### src/rtl/fifo_pkg.sv
// Shared types for the fifo read-side blocks: pacer FSM encoding and counter width.
// Combinational helpers only; no state lives here.
// Nothing in this package applies backpressure.
package fifo_pkg;

  typedef enum logic [1:0] {
    ST_IDLE  = 2'd0,
    ST_READ  = 2'd1,
    ST_PAUSE = 2'd2
  } rd_state_t;

  localparam int CNT_W = 16;

  function automatic logic [CNT_W-1:0] sat_inc(input logic [CNT_W-1:0] v);
    return (v == {CNT_W{1'b1}}) ? v : v + 1'b1;
  endfunction

endpackage

### src/rtl/rd_pacer.sv
// Read pacer: issues fifo reads in bursts of BURST accepts separated by PAUSE idle cycles.
// Latency: ren is combinational from state, enable and empty; state moves on each rclk edge.
// Backpressure: empty drops ren in the same cycle and stalls the burst without using up count.
module rd_pacer
  import fifo_pkg::*;
#(
  parameter int BURST = 4,
  parameter int PAUSE = 2
) (
  input  logic rclk,
  input  logic rst,
  input  logic enable,
  input  logic empty,
  output logic ren,
  output logic accept
);

  localparam logic [7:0] BURST_LAST = 8'(BURST - 1);
  localparam logic [7:0] PAUSE_LAST = 8'((PAUSE == 0) ? 0 : PAUSE - 1);

  rd_state_t  state, state_nxt;
  logic [7:0] bcnt, bcnt_nxt;
  logic [7:0] pcnt, pcnt_nxt;

  always_ff @(posedge rclk or posedge rst) begin
    if (rst) begin
      state <= ST_IDLE;
      bcnt  <= '0;
      pcnt  <= '0;
    end else begin
      state <= state_nxt;
      bcnt  <= bcnt_nxt;
      pcnt  <= pcnt_nxt;
    end
  end

  always_comb begin
    state_nxt = state;
    bcnt_nxt  = bcnt;
    pcnt_nxt  = pcnt;
    ren       = (state == ST_READ) && enable && !empty;
    // ren already excludes empty, so every ren cycle is an accepted read
    accept    = ren;

    if (!enable) begin
      state_nxt = ST_IDLE;
      bcnt_nxt  = '0;
      pcnt_nxt  = '0;
    end else begin
      case (state)
        ST_IDLE: state_nxt = ST_READ;
        ST_READ: begin
          if (accept) begin
            if (bcnt == BURST_LAST) begin
              bcnt_nxt = '0;
              if (PAUSE != 0) state_nxt = ST_PAUSE;
            end else begin
              bcnt_nxt = bcnt + 8'd1;
            end
          end
        end
        ST_PAUSE: begin
          if (pcnt == PAUSE_LAST) begin
            pcnt_nxt  = '0;
            state_nxt = ST_READ;
          end else begin
            pcnt_nxt = pcnt + 8'd1;
          end
        end
        default: state_nxt = ST_IDLE;
      endcase
    end
  end

endmodule

### config.mk
export PLATFORM = sky130hd
export DESIGN_NAME = rd_pacer
export DESIGN_NICKNAME = d
export VERILOG_FILES = /design/src/rtl/fifo_pkg.sv /design/src/rtl/rd_pacer.sv
export SDC_FILE = /design/constraint.sdc
export NUM_CORES = 1
export LEC_CHECK = 0
export CAP_MARGIN = 25
export CELL_PAD_IN_SITES_DETAIL_PLACEMENT = 1
export CELL_PAD_IN_SITES_GLOBAL_PLACEMENT = 2
export CORE_AREA = 2 2 56 58
export CTS_CLUSTER_DIAMETER = 150
export DETAILED_ROUTE_END_ITERATION = 16
export DIE_AREA = 0 0 58 60
export PLACE_DENSITY = 0.76
export REMOVE_ABC_BUFFERS = 1
export SLEW_MARGIN = 20
export SYNTH_ARGS = -nofsm -noshare
export SYNTH_HDL_FRONTEND = slang
export SYNTH_SLANG_ARGS = --single-unit
### constraint.sdc
create_clock -name rclk -period 1.65 [get_ports rclk]
set_clock_uncertainty 0.1 [all_clocks]
set_input_delay 0.33 -clock rclk [delete_from_list [all_inputs] [get_ports rclk]]
set_output_delay 0.33 -clock rclk [all_outputs]
set_load 0.05 [all_outputs]
==> impl_metrics.json <==
{
  "diodes": 0,
  "die_w_um": 58,
  "syn_to_final_growth_pct": 31.3,
  "io_pins": 6,
  "clk_transition_reported_paths_ns": 0.11,
  "slew_viol_final": 0,
  "synth.area.top_cells": "dfrtp_1 (44%), o21ai_0 (4.9%), nand2_1 (4.4%)",
  "place_area_mm2": 0.00125,
  "worstMarginPinSlew_ns": 0.405,
  "max_slew_margin_pct": 72.9,
  "critPathSlowestCell": "dfrtp_1",
  "port-buffer-count": 5,
  "syn_inst": 105,
  "crit_arrival_ns": 1.19,
  "met2_usage_pct": 27.8,
  "p_leak_nw": 0.580,
  "r2r-start": "bcnt[0]$_DFFE_PP0P_",
  "clk_latency_ns": 0.30,
  "max-vdd-ir-drop_mv": 0.303,
  "critical_path_class": "reg2out",
  "dp_hpwl_mm": 1.90,
  "drt_pass1_iterations": 3,
  "synth-seq-cells": 18,
  "startpoint_type": "register",
  "fin_area_mm2": 0.00134,
  "ctsRootBufferMaster": "clkbuf_4",
  "nets": 139,
  "syn_avg_cell_area_um2": 9.71,
  "slowest_delay_ns": 0.40,
  "pre_cts_slack_ns": -0.195,
  "status": "completed",
  "setup-violations-final": 0,
  "period_share_pct": 98.1,
  "core-area_mm2": 0.00290,
  "path_max_fanout": 3,
  "fmax_mhz": 618,
  "worstHoldPathType": "in2async",
  "rows": 20,
  "fin_tns_setup_ns": 0,
  "cts_sinks": 18,
  "h-tree-depth": 1,
  "cts_tree": "yes",
  "postCtsHoldBufs": 0,
  "cts_buffers": 3,
  "antenna_found_initial": 0,
  "path_cells": "nand4bb_4 > inv_4 > buf_12",
  "cp_data_required_time_ns": 1.22,
  "drc": 0,
  "wl_per_cell_um": 15.2,
  "grt_pass1_vias": 937,
  "die_height_um": 60,
  "met1_usage_pct": 20.2,
  "viasPerCell": 5.26,
  "grt_util_met3_pct": 2.60,
  "grt_usage_pct": 16.3,
  "ys_types": 38,
  "post-route-util_pct": 46.1,
  "worst-r2r-setup-slack_ns": 0.05,
  "p_per_area_mw_per_mm2": 604,
  "final_antenna_net_count": 0,
  "via_count": 862,
  "setup_slack_ns": 0.0309,
  "crit_family": "flip-flops",
  "syn-cell-area_mm2": 0.00102,
  "min_period_ns": 1.62,
  "dieArea_mm2": 0.00348,
  "rsz0062_at_grt": "yes",
  "grt_max_degree": 19,
  "drv_cap": 0,
  "yosysTopAreaCell": "dfrtp_1",
  "drt_iter0_drc": 17,
  "drive_gt1_share_pct": 29.8,
  "overflow": 0,
  "hold_viol": 0,
  "r2r_end": "bcnt[4]$_DFFE_PP0P_",
  "ys_seq_area_share_pct": 44.2,
  "gp_congestion": 0.705,
  "end_kind": "primary output",
  "routed_wl_mm": 2.49,
  "clockBufferDepth": 2,
  "grt_pass1_wl_mm": 4.24,
  "initial_utilization_pct": 35.1,
  "r2r_cells": 5,
  "busiest_layer": "met2",
  "path_buf_inv": 2,
  "synth_top_area_share_pct": 44.2,
  "yosys_warnings": 0
}
==> cells in the mapped netlist, drive strengths merged <==
library cell and number:
mux2i 2, nand2b 1, nand2 12, a22o 2, ha 3, and2 1, o21a 1, nand4 3
o21bai 1, nand3 7, o21ai 10, or3 2, nand4bb 2, o211ai 1, nor2b 1, a21o 3
buf 3, nor3 4, nand3b 1, clkbuf 1, xor2 2, o31ai 2, dfrtp 18, a21oi 6
xnor2 1, nor2 2, inv 4, mux2 1, and3 2, nor4b 2, a21boi 2, a211oi 2
==> worst reg2reg max path: stages, from the launching register on <==
cell and delay (ns):
dfrtp_1 0.37, ha_2 0.19, nor4b_4 0.32, a21oi_4 0.15, a21o_1 0.19, a22o_1 0.18
==> sequential cells by signal, summed over array words and instances, names as in the netlist <==
name and cells:
state 2, pcnt 8, bcnt 8
==> per-layer routing <==
| layer | share of wire [%] | up-vias |
|---|---|---|
| met3 | 1.8 | 7 |
| met2 | 48 | 10 |
| met4 | 2.4 | 0 |
| met5 | 0 | - |
| li1 | - | 433 |
| met1 | 47 | 412 |
==> cell type report <==
class / instances / area (µm²)
Multi-Input combinational cell: 79 / 569
Tap cell: 33 / 41.3
Timing Repair Buffer: 26 / 223
Fill cell: 338 / 1560
Inverter: 4 / 17.5
Sequential cell: 18 / 452
Clock buffer: 4 / 36.3
==> placed cells by master (no fill, tap or decap), types with 2 or more instances in the layout <==
cell | Yosys | layout
buf_4 | 1 | 20
dfrtp_1 | 18 | 17
nand2_1 | 12 | 12
o21ai_0 | 10 | 10
nand3_1 | 7 | 7
a21oi_1 | 5 | 5
nor3_1 | 3 | 3
inv_1 | 4 | 3
nand4_1 | 3 | 3
clkbuf_4 | 0 | 3
nor4b_4 | 1 | 2
nor2_1 | 2 | 2
mux2i_1 | 2 | 2
o31ai_1 | 2 | 2
xor2_1 | 2 | 2
a211oi_1 | 2 | 2
or3_1 | 2 | 2
a21o_1 | 3 | 2
ha_1 | 3 | 2
dlygate4sd2_1 | 0 | 2
buf_12 | 0 | 2
==> kinds of logic after synthesis <==
family | after synthesis | share of synthesized area, %
xor gates and xnor gates | 3 | 2.58
adders and majority gates | 3 | 3.68
and+or+nand+nor | 40 | 24.0
muxes | 3 | 3.07
buffers and inverters | 8 | 3.56
DFF | 18 | 44.2
AOI/OAI and AO/OA | 30 | 18.9
==> per-stage QoR <==
step           cells  total power [mW]  hold WS [ns]
5_1_grt          164             0.839         0.273
3_5_place_dp     158             0.535         0.443
6_report         164             0.808         0.239
3_3_place_gp     158             0.533         0.425
4_1_cts          163             0.817         0.241
2_1_floorplan    101             0.491         0.169
==> where the power goes <==
part | internal (mW) | switching [mW]
Clock | 0.135 | 0.145
Sequential | 0.445 | 0.00425
Combinational | 0.0376 | 0.0415
Total | 0.617 | 0.191
==> what timing repair did <==
action | in CTS | in global routing
hold endpoints to repair | 0 | 0
pin swaps | 1 | 3
buffers inserted | 1 | 2
cloned | 0 | 0
endpoints found under the setup margin | 3 | 10
resized for setup | 6 | 6
==> worst max path at each step <==
stage	startpoint	endpoint	slack [ns]	cells after the start
floorplan	state[1]$_DFFE_PP0P_	accept	-0.02	2
global placement	enable	ren	-0.14	4
detailed placement	empty	ren	-0.19	4
CTS	bcnt[1]$_DFFE_PP0P_	bcnt[4]$_DFFE_PP0P_	0.009	6
global route	state[1]$_DFFE_PP0P_	accept	-0.02	3
finish	state[1]$_DFFE_PP0P_	ren	0.03	3
(Power assumes the default switching activity.)
